`src/rtl/eth_tx_arbiter.sv`:
```
// eth_tx_arbiter: shares one GMII TX path between ARP, ICMP and UDP
// generators with ARP priority, ICMP/UDP round-robin, IFG and watchdog.
module eth_tx_arbiter #(
   parameter int IFG_CYCLES     = 12,
   parameter int TIMEOUT_CYCLES = 4095
) (
   input  logic       clk,
   input  logic       rst,
   input  logic       arp_tx_req,
   output logic       arp_tx_en,
   input  logic       arp_tx_done,
   input  logic       arp_gmii_tx_en,
   input  logic [7:0] arp_gmii_txd,
   input  logic       icmp_tx_req,
   output logic       icmp_tx_en,
   input  logic       icmp_tx_done,
   input  logic       icmp_gmii_tx_en,
   input  logic [7:0] icmp_gmii_txd,
   input  logic       udp_tx_req,
   output logic       udp_tx_en,
   input  logic       udp_tx_done,
   input  logic       udp_gmii_tx_en,
   input  logic [7:0] udp_gmii_txd,
   output logic       gmii_tx_en,
   output logic [7:0] gmii_txd,
   output logic       tx_busy,
   output logic [1:0] grant_id,
   output logic       tx_timeout
);

   typedef enum logic [1:0] {
      S_IDLE  = 2'd0,
      S_START = 2'd1,
      S_BUSY  = 2'd2,
      S_IFG   = 2'd3
   } state_t;

   localparam logic [1:0]  G_NONE   = 2'd0;
   localparam logic [1:0]  G_ARP    = 2'd1;
   localparam logic [1:0]  G_ICMP   = 2'd2;
   localparam logic [1:0]  G_UDP    = 2'd3;
   localparam logic [15:0] WD_LOAD  = 16'(TIMEOUT_CYCLES - 1);
   localparam logic [7:0]  IFG_LOAD = 8'(IFG_CYCLES - 1);

   state_t      r_state;
   state_t      w_state_nxt;
   logic [1:0]  r_grant;
   logic [1:0]  w_winner;
   logic        r_pend_arp;
   logic        r_pend_icmp;
   logic        r_pend_udp;
   logic        r_rr_udp;
   logic [15:0] r_wd;
   logic [7:0]  r_ifg;
   logic        r_gmii_en;
   logic [7:0]  r_gmii_txd;

   logic        w_contend;
   logic        w_sel_en;
   logic [7:0]  w_sel_txd;
   logic        w_sel_done;
   logic        w_fwd;
   logic        w_timeout;
   logic        w_clr_arp;
   logic        w_clr_icmp;
   logic        w_clr_udp;
   logic        w_grant_load;
   logic        w_grant_free;

   // Pointer only advances when ICMP and UDP actually compete.
   assign w_contend = r_pend_icmp & r_pend_udp & ~r_pend_arp;

   always_comb begin
      w_winner = G_NONE;
      if (r_pend_arp)
         w_winner = G_ARP;
      else if (w_contend)
         w_winner = r_rr_udp ? G_UDP : G_ICMP;
      else if (r_pend_icmp)
         w_winner = G_ICMP;
      else if (r_pend_udp)
         w_winner = G_UDP;
   end

   always_comb begin
      w_sel_en   = 1'b0;
      w_sel_txd  = 8'd0;
      w_sel_done = 1'b0;
      case (r_grant)
         G_ARP: begin
            w_sel_en   = arp_gmii_tx_en;
            w_sel_txd  = arp_gmii_txd;
            w_sel_done = arp_tx_done;
         end
         G_ICMP: begin
            w_sel_en   = icmp_gmii_tx_en;
            w_sel_txd  = icmp_gmii_txd;
            w_sel_done = icmp_tx_done;
         end
         G_UDP: begin
            w_sel_en   = udp_gmii_tx_en;
            w_sel_txd  = udp_gmii_txd;
            w_sel_done = udp_tx_done;
         end
         default: begin
            w_sel_en   = 1'b0;
            w_sel_txd  = 8'd0;
            w_sel_done = 1'b0;
         end
      endcase
   end

   always_comb begin
      w_state_nxt = r_state;
      w_fwd       = 1'b0;
      w_timeout   = 1'b0;
      arp_tx_en   = 1'b0;
      icmp_tx_en  = 1'b0;
      udp_tx_en   = 1'b0;
      unique case (r_state)
         S_IDLE: begin
            if (w_winner != G_NONE)
               w_state_nxt = S_START;
         end
         S_START: begin
            w_state_nxt = S_BUSY;
            w_fwd       = 1'b1;
            arp_tx_en   = (r_grant == G_ARP);
            icmp_tx_en  = (r_grant == G_ICMP);
            udp_tx_en   = (r_grant == G_UDP);
         end
         S_BUSY: begin
            w_fwd = 1'b1;
            if (w_sel_done) begin
               w_state_nxt = S_IFG;
            end else if (r_wd == 16'd0) begin
               // Aborted frame: drop the expiring cycle's byte too.
               w_state_nxt = S_IFG;
               w_fwd       = 1'b0;
               w_timeout   = 1'b1;
            end
         end
         S_IFG: begin
            if (r_ifg <= 8'd1)
               w_state_nxt = S_IDLE;
         end
         default: w_state_nxt = S_IDLE;
      endcase
   end

   assign w_clr_arp    = (r_state == S_START) && (r_grant == G_ARP);
   assign w_clr_icmp   = (r_state == S_START) && (r_grant == G_ICMP);
   assign w_clr_udp    = (r_state == S_START) && (r_grant == G_UDP);
   assign w_grant_load = (r_state == S_IDLE) && (w_state_nxt == S_START);
   assign w_grant_free = (r_state == S_IFG) && (w_state_nxt == S_IDLE);

   always_ff @(posedge clk) begin
      if (rst)
         r_state <= S_IDLE;
      else
         r_state <= w_state_nxt;
   end

   always_ff @(posedge clk) begin
      if (rst) begin
         r_grant     <= G_NONE;
         r_pend_arp  <= 1'b0;
         r_pend_icmp <= 1'b0;
         r_pend_udp  <= 1'b0;
         r_rr_udp    <= 1'b0;
         r_wd        <= 16'd0;
         r_ifg       <= 8'd0;
         r_gmii_en   <= 1'b0;
         r_gmii_txd  <= 8'd0;
      end else begin
         // A request in the clearing cycle re-arms the flag.
         r_pend_arp  <= (r_pend_arp & ~w_clr_arp) | arp_tx_req;
         r_pend_icmp <= (r_pend_icmp & ~w_clr_icmp) | icmp_tx_req;
         r_pend_udp  <= (r_pend_udp & ~w_clr_udp) | udp_tx_req;

         if (w_grant_load) begin
            r_grant <= w_winner;
            if (w_contend)
               r_rr_udp <= ~r_rr_udp;
         end else if (w_grant_free) begin
            r_grant <= G_NONE;
         end

         if (r_state == S_START)
            r_wd <= WD_LOAD;
         else if (r_state == S_BUSY && r_wd != 16'd0)
            r_wd <= r_wd - 16'd1;

         if (r_state == S_BUSY && w_state_nxt == S_IFG)
            r_ifg <= IFG_LOAD;
         else if (r_state == S_IFG && r_ifg != 8'd0)
            r_ifg <= r_ifg - 8'd1;

         r_gmii_en  <= w_fwd & w_sel_en;
         r_gmii_txd <= w_fwd ? w_sel_txd : 8'd0;
      end
   end

   assign gmii_tx_en = r_gmii_en;
   assign gmii_txd   = r_gmii_txd;
   assign tx_busy    = (r_state != S_IDLE);
   assign grant_id   = r_grant;
   assign tx_timeout = w_timeout;

endmodule

```
`config.mk`:
```
export PLATFORM = sky130hd
export DESIGN_NAME = eth_tx_arbiter
export DESIGN_NICKNAME = d
export VERILOG_FILES = /design/src/rtl/eth_tx_arbiter.sv
export SDC_FILE = /design/constraint.sdc
export NUM_CORES = 1
export LEC_CHECK = 0
export ABC_AREA = 1
export BUFFER_PORTS_ARGS = -buffer_cell sky130_fd_sc_hd__buf_2
export CAP_MARGIN = 20
export CORE_ASPECT_RATIO = 0.8
export CORE_MARGIN = 2
export CORE_UTILIZATION = 35
export CTS_CLUSTER_SIZE = 12
export DETAILED_ROUTE_END_ITERATION = 12
export GPL_TIMING_DRIVEN = 0
export PLACE_DENSITY = 0.55
export SETUP_SLACK_MARGIN = 0.5
export SYNTH_ARGS = -nofsm -noshare
export SYNTH_HDL_FRONTEND = slang
export SYNTH_SLANG_ARGS = --single-unit
```
`constraint.sdc`:
```
create_clock -name clk -period 2.06 [get_ports clk]
set_input_delay 0 -clock clk [delete_from_list [all_inputs] [get_ports clk]]
set_output_delay 0 -clock clk [all_outputs]
set_load 0.05 [all_outputs]
```
[Word-level counts from Yosys, hierarchy flattened]
Cells that the tools add are included.
Storage, ports and cells
  logic and storage cells: 88
  register bits after elaboration: 41
  output and inout port bits: 16
  bits of input ports: 35
Cells by class
  order comparisons: 1
  muxes and demuxes: 28
  eq/ne operators: 8
  bitwise logic cells: 15
  add/sub/neg operators: 2
  reductions and logical operators: 22
Operators with widths (number)
  2-to-1 mux 12 bit: 2
  one-hot mux 8 bit (3 select lines): 1
  2-to-1 mux 2 bit: 10
  logical NOT 16 bit: 1
  nonzero test 16 bit: 1
  subtractor 16 x 1 -> 16 bit, second input constant: 1
  == test 2 bit, second input constant: 5
  nonzero test 2 bit: 5
  2-to-1 mux 1 bit: 9
  less-or-equal comparator 8 x 1 -> 1 bit, second input constant: 1
  logical AND 1 bit: 8
  2-to-1 mux 4 bit: 2
  one-hot mux 2 bit (4 select lines): 1
  nonzero test 8 bit: 1
  subtractor 8 x 1 -> 8 bit, second input constant: 1
  bitwise AND 1 bit: 6
  == test 2 x 1 -> 1 bit, second input constant: 3
  NOT 1 bit: 6
  one-hot mux 1 bit (3 select lines): 2
  OR reduction 2 bit: 3
  logical NOT 2 bit: 2
  OR 1 bit: 3
  one-hot mux 1 bit (2 select lines): 1
  AND reduction 2 bit: 1

[Depth between registers and ports, before layout]
Gate-level depths: netlist (run 1).
  depth after elaboration: 11
  mapped depth: 13
  depth with buffers taken out: 13

[Worst setup path after synthesis (run 1)]
No wires, ideal clock.
  path type: flip-flop to output port
  from: reg r_grant[1], in the netlist grant_id[1]
  to: out tx_timeout
  path buffers: 0
  setup slack: 209 ps
  data required time: 2060 ps
  stages on the path, launching flop included: 7
  arrival: 1851 ps
  cell sequence: dfxtp_1 -> inv_2 -> nand2_1 -> nor2_1 -> nor2_2 -> nand4_1 -> nor2_1
Between the ends
  longest elaborated chain between the ends: 4
  elaborated cells between the ends (all ways): 6
  those cells by class: eq/ne: 3; mux: 3
Ends and longest elaborated chain
  from (decl): RTL line 47  | logic [1:0] r_grant;
  from (signal assigned): RTL line 182  | r_grant <= w_winner;
  == test 2 bit / == test 2 x 1 -> 1 bit (equally long branches): RTL line 89  | case (r_grant)
  one-hot mux 1 bit (3 select lines) *: RTL line 89
  2-to-1 mux 1 bit *: RTL line 134  | if (w_sel_done) begin
  2-to-1 mux 1 bit *: RTL line 120  | unique case (r_state)
  to (decl): RTL line 28  | output logic tx_timeout
Every way passes the cells marked *; elsewhere a longest branch is shown, timed or not.

[Worst setup path after layout (run 1)]
  from: reg r_state[0]
  to: reg r_grant[1], in the netlist grant_id[1]
Between the ends
  longest elaborated chain between the ends: 6
  elaborated cells between the ends (all ways): 15
  those cells by class: eq/ne: 4; mux: 6; reduce/logical: 5
Ends and longest elaborated chain
  from (decl): RTL line 45  | state_t r_state;
  from (signal assigned): RTL line 161  | r_state <= w_state_nxt;
  2-to-1 mux 2 bit: RTL line 136  | end else if (r_wd == 16'd0) begin
  2-to-1 mux 2 bit: RTL line 134
  one-hot mux 2 bit (4 select lines): RTL line 120
  == test 2 x 1 -> 1 bit / logical NOT 2 bit (equally long branches): RTL line 154, 155
  logical AND 1 bit (on tied branches): RTL line 154, 155
  2-to-1 mux 2 bit / nonzero test 2 bit (equally long branches)
Several ways; a longest one is shown, not always the timed one.
A chain may end at the register's enable or synchronous reset.

==> results of run 1 <==
final timing paths:
| check | from | endpoint | slack [ps] | cells past startpoint |
|---|---|---|---|---|
| hold reg to reg | r_ifg[4] | r_ifg[4] | 500 | 2 |
| setup reg to reg | r_state[0] | grant_id[1] | 470 | 10 |
| hold / removal | icmp_tx_done | r_state[0] | 420 | 9 |
| setup / recovery | r_state[0] | grant_id[1] | 470 | 10 |
registers in the layout (all words and copies together), names as in the netlist:
name and flops:
gmii_tx_en 1, grant_id 2, r_rr_udp 1, gmii_txd 8
r_wd 16, r_state 2, r_pend_arp 1, r_ifg 8
r_pend_udp 1, r_pend_icmp 1
power by group:
part / internal (W) / switching, W / total, W
Clock: 0.000272 / 0.000293 / 0.000565
Combinational: 0.00143 / 0.00210 / 0.00353
Sequential: 0.00103 / 0.000261 / 0.00130
critical path, delay by kind of cell, from the launching register on:
kind / cells / cell delay [ps]
AOI/OAI and AO/OA: 2 / 320
DFF: 1 / 390
buffers and inverters: 3 / 260
adders and majority gates: 1 / 170
and+or+nand+nor: 4 / 380
cells in the mapped netlist, types with 2 or more instances:
cell type	instances
ha_1	9
clkinv_1	3
a31oi_1	11
nor3_1	5
o211ai_1	3
nand2_1	83
inv_1	38
nand2_2	9
a21oi_1	14
a21oi_4	3
xnor2_1	5
nor2_4	3
nand3_1	21
o21ai_0	9
dfxtp_1	41
a21oi_2	6
nand3_2	3
nand4_1	2
o21ai_1	2
nor4_1	2
nor2_2	12
nor2_1	35
clkbuf_1	3
xor2_1	9
inv_2	4
placed cells by master (no fill, tap or decap), types with 4 or more instances in the layout:
| master | count |
|---|---|
| clkbuf_8 | 6 |
| a31oi_1 | 11 |
| inv_1 | 30 |
| nand2_1 | 73 |
| dlygate4sd3_1 | 31 |
| dfxtp_4 | 7 |
| nand2_2 | 17 |
| buf_2 | 47 |
| nor2_1 | 25 |
| dfxtp_2 | 11 |
| nor2_4 | 9 |
| nand3_2 | 5 |
| dfxtp_1 | 23 |
| xnor2_1 | 5 |
| nand3_1 | 18 |
| inv_2 | 8 |
| buf_6 | 4 |
| inv_4 | 4 |
| a21oi_2 | 6 |
| o21ai_0 | 8 |
| ha_4 | 6 |
| a21oi_4 | 4 |
| xor2_1 | 8 |
| nor3_2 | 4 |
| nor2_2 | 16 |
| a21oi_1 | 13 |
| buf_4 | 29 |
metrics by stage:
step | setup WS (ps) | std cells | power, W | util [%]
after CTS | 494 | 543 | 0.00489 | 52.4
after floorplan | 433 | 347 | 0.00317 | -
final | 466 | 552 | 0.00539 | 55.6
after global routing | 305 | 552 | 0.00580 | 55.6
after detailed placement | 238 | 483 | 0.00369 | 41.2
after global placement | 242 | 483 | 0.00369 | 41.2
layer usage:
metal | up-vias | global-route usage, % | wire length, um
li1 | 1351 | - | -
met1 | 1187 | 25.3 | 3570
met5 | - | 0 | 0
met4 | 0 | 4.03 | 87
met2 | 66 | 31.2 | 3320
met3 | 8 | 4.75 | 383
cell families after synthesis:
group / Yosys count
xor+xnor: 14
fa+ha+maj: 9
flops: 41
simple gates: 182
buf+inv: 52
compound gates: 49
timing repair:
item                                    CTS  global route
buffers inserted                         21             8
pin swaps                                32            22
hold buffers                             31             0
hold endpoints to repair                 16             0
endpoints found under the setup margin   35            36
gates cloned                              0             1
gates resized for setup                  66            41
final cells by class:
cell class,count,share of cell area (%)
plain buffers,6,0.984
clock buffers,6,2.17
clock inverters,2,0.361
inverters,46,5.09
multi-input cells,255,45.0
flip-flops and latches,41,22.6
well taps,87,2.85
repair buffers,109,20.9
==> impl_results.md, run 1 <==
- WHS: 416 ps
- CP Cell Sequence: inv_4 > ha_4 > inv_2 > nand2_2 > nor2_2 > nand2_4 > a21oi_4 > buf_4 > nand3_1 > a21oi_1
- Post-synthesis sequential area ratio: 33.4%
- Register Area: 861 um^2
- FP Rows: 27
- Worst path max stage delay: 390 ps
- DIE AREA: slightly below 8000 um^2
- Post-DP HPWL: 4600 um
- Slew Limit Fails: 0
- Compound-Gate Fraction of Synth Area: between 10% and 20%
- Area fraction of the dominant cell type after synthesis: between 30% and 40%
- Worst slew pin tran: 603 ps
- Remaining Overflow, GRT: 0
- Largest family of logic cells by synthesized area: simple AND/OR/NAND/NOR gates
- Crit start category: flip-flop
- Worst path slowest cell: dfxtp_4
- CTS tree: built
- ANT nets after route: 0
- H-tree Lvls: 2
- Largest net degree at the start of global routing: 14
- P&R area growth vs syn: 55.2%
- Drt total wl: 7360 um
- Mux contribution to synthesized area: 0%
- Final setup fails: 0
- Root Buffer: clkbuf_8
- FF+latch count, synth: between 40 and 50
- Vias per cell: 4.73
- Pleak: between 1.5 and 2 nW
- Max Fanout on Critical Path: 4
- Final hold violation count: 0
- Status: finished, final reports clean
- CTS Buffer Depth: 2
- Die width: 97.7 um
- Fmax: 0.627 GHz
- XOR/XNOR Fraction of Synth Area: ~5.0%
- Crit path DAT: around 1800 ps
- # port buffers: between 40 and 50
- Initial Util: 35.8%
- Share of layout cells above drive strength 1: between 40% and 50%
- Initial antenna violation count: 0
- Worst vdd ir: around 0.74 mV
- Max Clock Skew: 9.66 ps
- Fill cells: between 600 and 700
- GP Congestion: about 0.86
- Mapped Cells: 347
- Core area: 6860 um^2
- Max-slew headroom: roughly three fifths
- Die Height: slightly below 80 um
- Period utilization: approximately 77%
- Clk slew on worst S/H paths: about 90 ps
- Pwr Density: ~1400 nW/um^2
- CTS buffer count: 5
- Library cells used by synthesis: 37
- Vias in the first global route: approximately 2500
- Synthesized area per cell: roughly 7 um^2
- Total iterations of the first detailed-routing run: 4
- # DRC: 0
- Post-Route Setup TNS: 0 ps
- RSZ-0062 raised after global routing: yes
- Cell taking the most area after synthesis: dfxtp_1
- Diodes inserted: 0
- Via count: 2612
- Tmin final: between 1500 and 2000 ps
- First-pass GRT wire length: between 10000 and 15000 um
- GR Util All Layers: approximately a fifth
- IO Count: slightly above 50
- Clock Latency Late Sink: about 300 ps
- Routed WL per cell: 13.3 um
- Post-synth EDFFs: 0
- Asr flop ratio synth: 0%
- Post-Synth Adder-Cell Area: under 10%
- Ranking of synthesized cells by area: dfxtp_1 33%, nand2_1 13%, inv_1 5.8%
- Final Cell Area: 3810 um^2
- Required time of the critical path: ~2300 ps
- Drt initial violations: approximately 120
- NumNets Final: approximately 510
- Worst setup EP type: flip-flop
- Placement Cell Area: 2830 um^2
- Post-synth top flop: dfxtp_1
- Maxcap violations: 0
- Kind of critical path: reg2reg
- Multi-input logic area: ~1700 um^2
- Post-Syn Area: about 2500 um^2
- Clock sink count: slightly above 40
- Simple-gate share of the synthesized area: 35.2%
- Hold Crit Class: in2reg
- Post-Synthesis Net Count: about 390
- Yosys warns: 0
Power figures use the tool's default switching activity.
==> run 2, diff against run 1 <==
ABC_AREA = 0   (was 1)
PLACE_DENSITY = 0.56   (was 0.55)
clock period = 1.7 ns   (was 2.06 ns; I/O delays follow)
==> run 2 against run 1 <==
  * Setup slack worse by 830 ps
  * Critical path type unchanged
  * Count of clock-buffer cells in the layout down 1
  * Critical path depth down 4
  * Non-clock buffer count down 18
  * Worst hold slack worse by 340 ps
  * Register-to-register slack worse by 830 ps
  * Clock skew down 2.2 ps
  * The run now ends with setup timing left
  * Synthesized cell count down 27%
  * Global-route usage down 1.1 points
==> impl_results.md, run 2 <==
- DIE AREA: 7010 um^2 (was 7710 um^2)
- Drt initial violations: 69 (was 123)
- Largest net degree at the start of global routing: 14 (unchanged)
- Failing checks: setup timing
- Final hold violation count: 0 (unchanged)
- Final Cell Area: 3540 um^2 (was 3810 um^2)
- Root Buffer: clkbuf_8 (unchanged)
- Maxcap violations: 0 (unchanged)
- P&R area growth vs syn: 59.1% (was 55.2%)
- CP Cell Sequence: or4_4 > nand4bb_1 > buf_6 > o2bb2ai_4 > nor4_4 > mux2_1 (was inv_4 > ha_4 > inv_2 > nand2_2 > nor2_2 > nand2_4 > a21oi_4 > buf_4 > nand3_1 > a21oi_1)
- H-tree Lvls: 2 (unchanged)
- Most frequent cell after synthesis: dfxtp_1 (was nand2_1)
- Cell-internal power: 0.00304 W (was 0.00274 W)
- Worst slew pin tran: 579 ps (was 603 ps)
- Final setup fails: 37 (was 0)
- First-pass GRT wire length: 9670 um (was 11900 um)
- Crit path DAT: 2240 ps (was 1820 ps)
- Post-synth top flop: dfxtp_1 (unchanged)
- Diodes inserted: 0 (unchanged)
- Via count: 2144 (was 2612)
- Mapped Cells: 254 (was 347)
- Share of layout cells above drive strength 1: 52.5% (was 43.9%)
- Post-synthesis sequential area ratio: 36.9% (was 33.4%)
- Top post-synthesis cells by count: 41 x dfxtp_1, 35 x nor2_1, 17 x a21oi_1 (was 83 x nand2_1, 41 x dfxtp_1, 38 x inv_1)
- Post-synth EDFFs: 0 (unchanged)
- RSZ-0062 raised after global routing: yes (unchanged)
- Worst path slowest cell: or4_4 (was dfxtp_4)
- Remaining Overflow, GRT: 0 (unchanged)
- Worst path max stage delay: 550 ps (was 390 ps)
- Fmax: 0.486 GHz (was 0.627 GHz)
- Fin util: 58.6% (was 55.6%)
- Hold_sp: udp_gmii_txd[7] (was icmp_tx_done)
- Placement Cell Area: 2800 um^2 (was 2830 um^2)
- Non-Filler Instances: 426 (was 552)
- Yosys warns: 0 (unchanged)
- Most common cell after layout, fill and taps aside: buf_2 (was nand2_1)
- Reg-to-Reg Start: r_wd[7] (was r_state[0])
- GR Util All Layers: 17.8% (was 18.9%)
- NumNets Final: 388 (was 508)
- GP Congestion: 0.748 (was 0.865)
- Area fraction of the dominant cell type after synthesis: 36.9% (was 33.4%)
- FP Rows: 25 (was 27)
- Pleak: 1.36 nW (was 1.65 nW)
- Kind of critical path: reg2reg (unchanged)
- CTS tree: built (unchanged)
- Most frequent cells in the layout: 44 x buf_2, 29 x dfxtp_1, 27 x nor2_1 (was 73 x nand2_1, 47 x buf_2, 31 x dlygate4sd3_1)
- Vias in the first global route: 2012 (was 2528)
- Drt total wl: 6310 um (was 7360 um)
- Crit start category: flip-flop (unchanged)
- IO Count: 51 (unchanged)
- Ranking of synthesized cells by area: dfxtp_1 37%, nor2_1 5.9%, ha_1 5.1% (was dfxtp_1 33%, nand2_1 13%, inv_1 5.8%)
- Number of flip-flops in the largest register: 16 (unchanged)
- Post-DP HPWL: 4000 um (was 4600 um)
- Max-slew headroom: 61.4% (was 59.8%)
- Worst Setup SP: r_wd[7] (was r_state[0])
- Library cells used by synthesis: 50 (was 37)
- WHS: 81.0 ps (was 416 ps)
- Total iterations of the first detailed-routing run: 4 (unchanged)
- Tmin final: 2060 ps (was 1590 ps)
- Clk slew on worst S/H paths: 90 ps (about the same)
- Gate power share: 54.1% (was 65.5%)
- Cell taking the most area after synthesis: dfxtp_1 (unchanged)
- Required time of the critical path: 1880 ps (was 2280 ps)
- Worst setup EP type: flip-flop (unchanged)
- FF+latch count, synth: 41 (unchanged)
- Routed WL per cell: 14.8 um (was 13.3 um)
- CTS Buffer Depth: 2 (unchanged)
- Initial Util: 36.8% (was 35.8%)
- Sw Ratio: 38.4% (was 49.3%)
- Most flop-heavy register: r_wd (unchanged)
- Core area: 6040 um^2 (was 6860 um^2)
- Status: finished, violations left (was finished, final reports clean)
- Post-Syn Area: 2220 um^2 (was 2460 um^2)
- Max Clock Skew: 7.50 ps (was 9.66 ps)
- Pwr Density: 1400 nW/um^2 (was 1410 nW/um^2)
- Asr flop ratio synth: 0% (unchanged)
- Switch Pwr: 0.00190 W (was 0.00266 W)
- Period utilization: 121% (was 77.4%)
- Clock share of power: 19.0% (was 10.5%)
- Slew Limit Fails: 0 (unchanged)
- Fill cells: 538 (was 610)
- # DRC: 0 (unchanged)
- # port buffers: 49 (unchanged)
- Clock sink count: 41 (unchanged)
- Sequential share of power: 26.9% (was 24.0%)
- Inst Count DP: 384 (was 483)
- Post-Route Setup TNS: -9090 ps (was 0 ps)
- Die Height: 75.3 um (was 78.9 um)
- Synthesized area per cell: 8.75 um^2 (was 7.08 um^2)
- Vias per cell: 5.03 (was 4.73)
- Hold Crit Class: in2reg (unchanged)
- Setup WS post-layout: -359 ps (was 466 ps)
- Post-Synthesis Net Count: 298 (was 391)
- ANT nets after route: 0 (unchanged)
- Clock Latency Late Sink: 290 ps (was 300 ps)
- Die width: 93.1 um (was 97.7 um)
- CTS buffer count: 5 (unchanged)
- Initial antenna violation count: 0 (unchanged)
- Max Fanout on Critical Path: 4 (unchanged)
- Worst vdd ir: 0.650 mV (was 0.739 mV)
==> run 2: what timing repair did <==
item,4_1_cts,5_1_grt
gates cloned,1,1
pin swaps,8,14
endpoints found under the setup margin,46,46
endpoints found under the hold margin,12,0
buffers inserted,11,9
hold buffers,12,0
resized for setup,26,56
==> run 2: worst paths after layout <==
path	end	slack (ps)	cells past startpoint
worst min register to register	r_wd[5]	500	2
worst min-delay path	gmii_txd[7]	80	4
worst max register to register	r_rr_udp	-360	6
worst max-delay path	r_rr_udp	-360	6
==> run 2: power by group through the flow <==
stage	Clock [W]	Combinational [W]	Sequential, W
floorplan	0	0.00138	0.00137
CTS	0.000974	0.00213	0.00131
finish	0.000939	0.00267	0.00133
global route	0.00100	0.00288	0.00135
global placement	0	0.00177	0.00133
detailed placement	0	0.00178	0.00134
==> run 2: metrics by stage <==
stage                     total power, W  setup slack [ps]
after floorplan                  0.00274              -303
after global placement           0.00311              -475
after detailed placement         0.00312              -476
after CTS                        0.00441              -355
after global routing             0.00523              -399
final                            0.00494              -359
==> run 2: layout make-up <==
type | instances | area, um^2 | area share [%]
plain buffers | 14 | 143 | 4.03
clock buffers | 5 | 68.8 | 1.95
clock inverters | 3 | 65.1 | 1.84
inverters | 14 | 62.6 | 1.77
multi-input cells | 185 | 1650 | 46.6
flip-flops and latches | 41 | 843 | 23.8
well taps | 81 | 101 | 2.87
repair buffers | 83 | 604 | 17.1
==> run 2: critical path, delay by kind of cell (launching register included) <==
kind                   cells  cell delay [ps]
AO/OA/AOI/OAI              1              130
flip-flops                 1              330
buffers and inverters      1              170
AND/OR/NAND/NOR            3              990
multiplexers               1              330
==> run 2: cells by family after synthesis <==
group                    count (synthesis)  share of synthesized area (%)
adder cells (fa/ha/maj)                  9                           5.07
AO/OA/AOI/OAI                           53                           16.9
XOR/XNOR                                16                           6.31
buffers and inverters                   28                           4.95
multiplexers                            11                           5.57
flip-flops                              41                           36.9
AND/OR/NAND/NOR                         96                           24.3
==> run 2: per-layer routing <==
layer  wire [um]  vias to the layer above  GRT usage [%]
li1            -                     1093              -
met1        3060                      993           23.9
met2        2920                       56           29.7
met3         278                        2           3.40
met4          42                        0           5.39
met5           0                        -              0
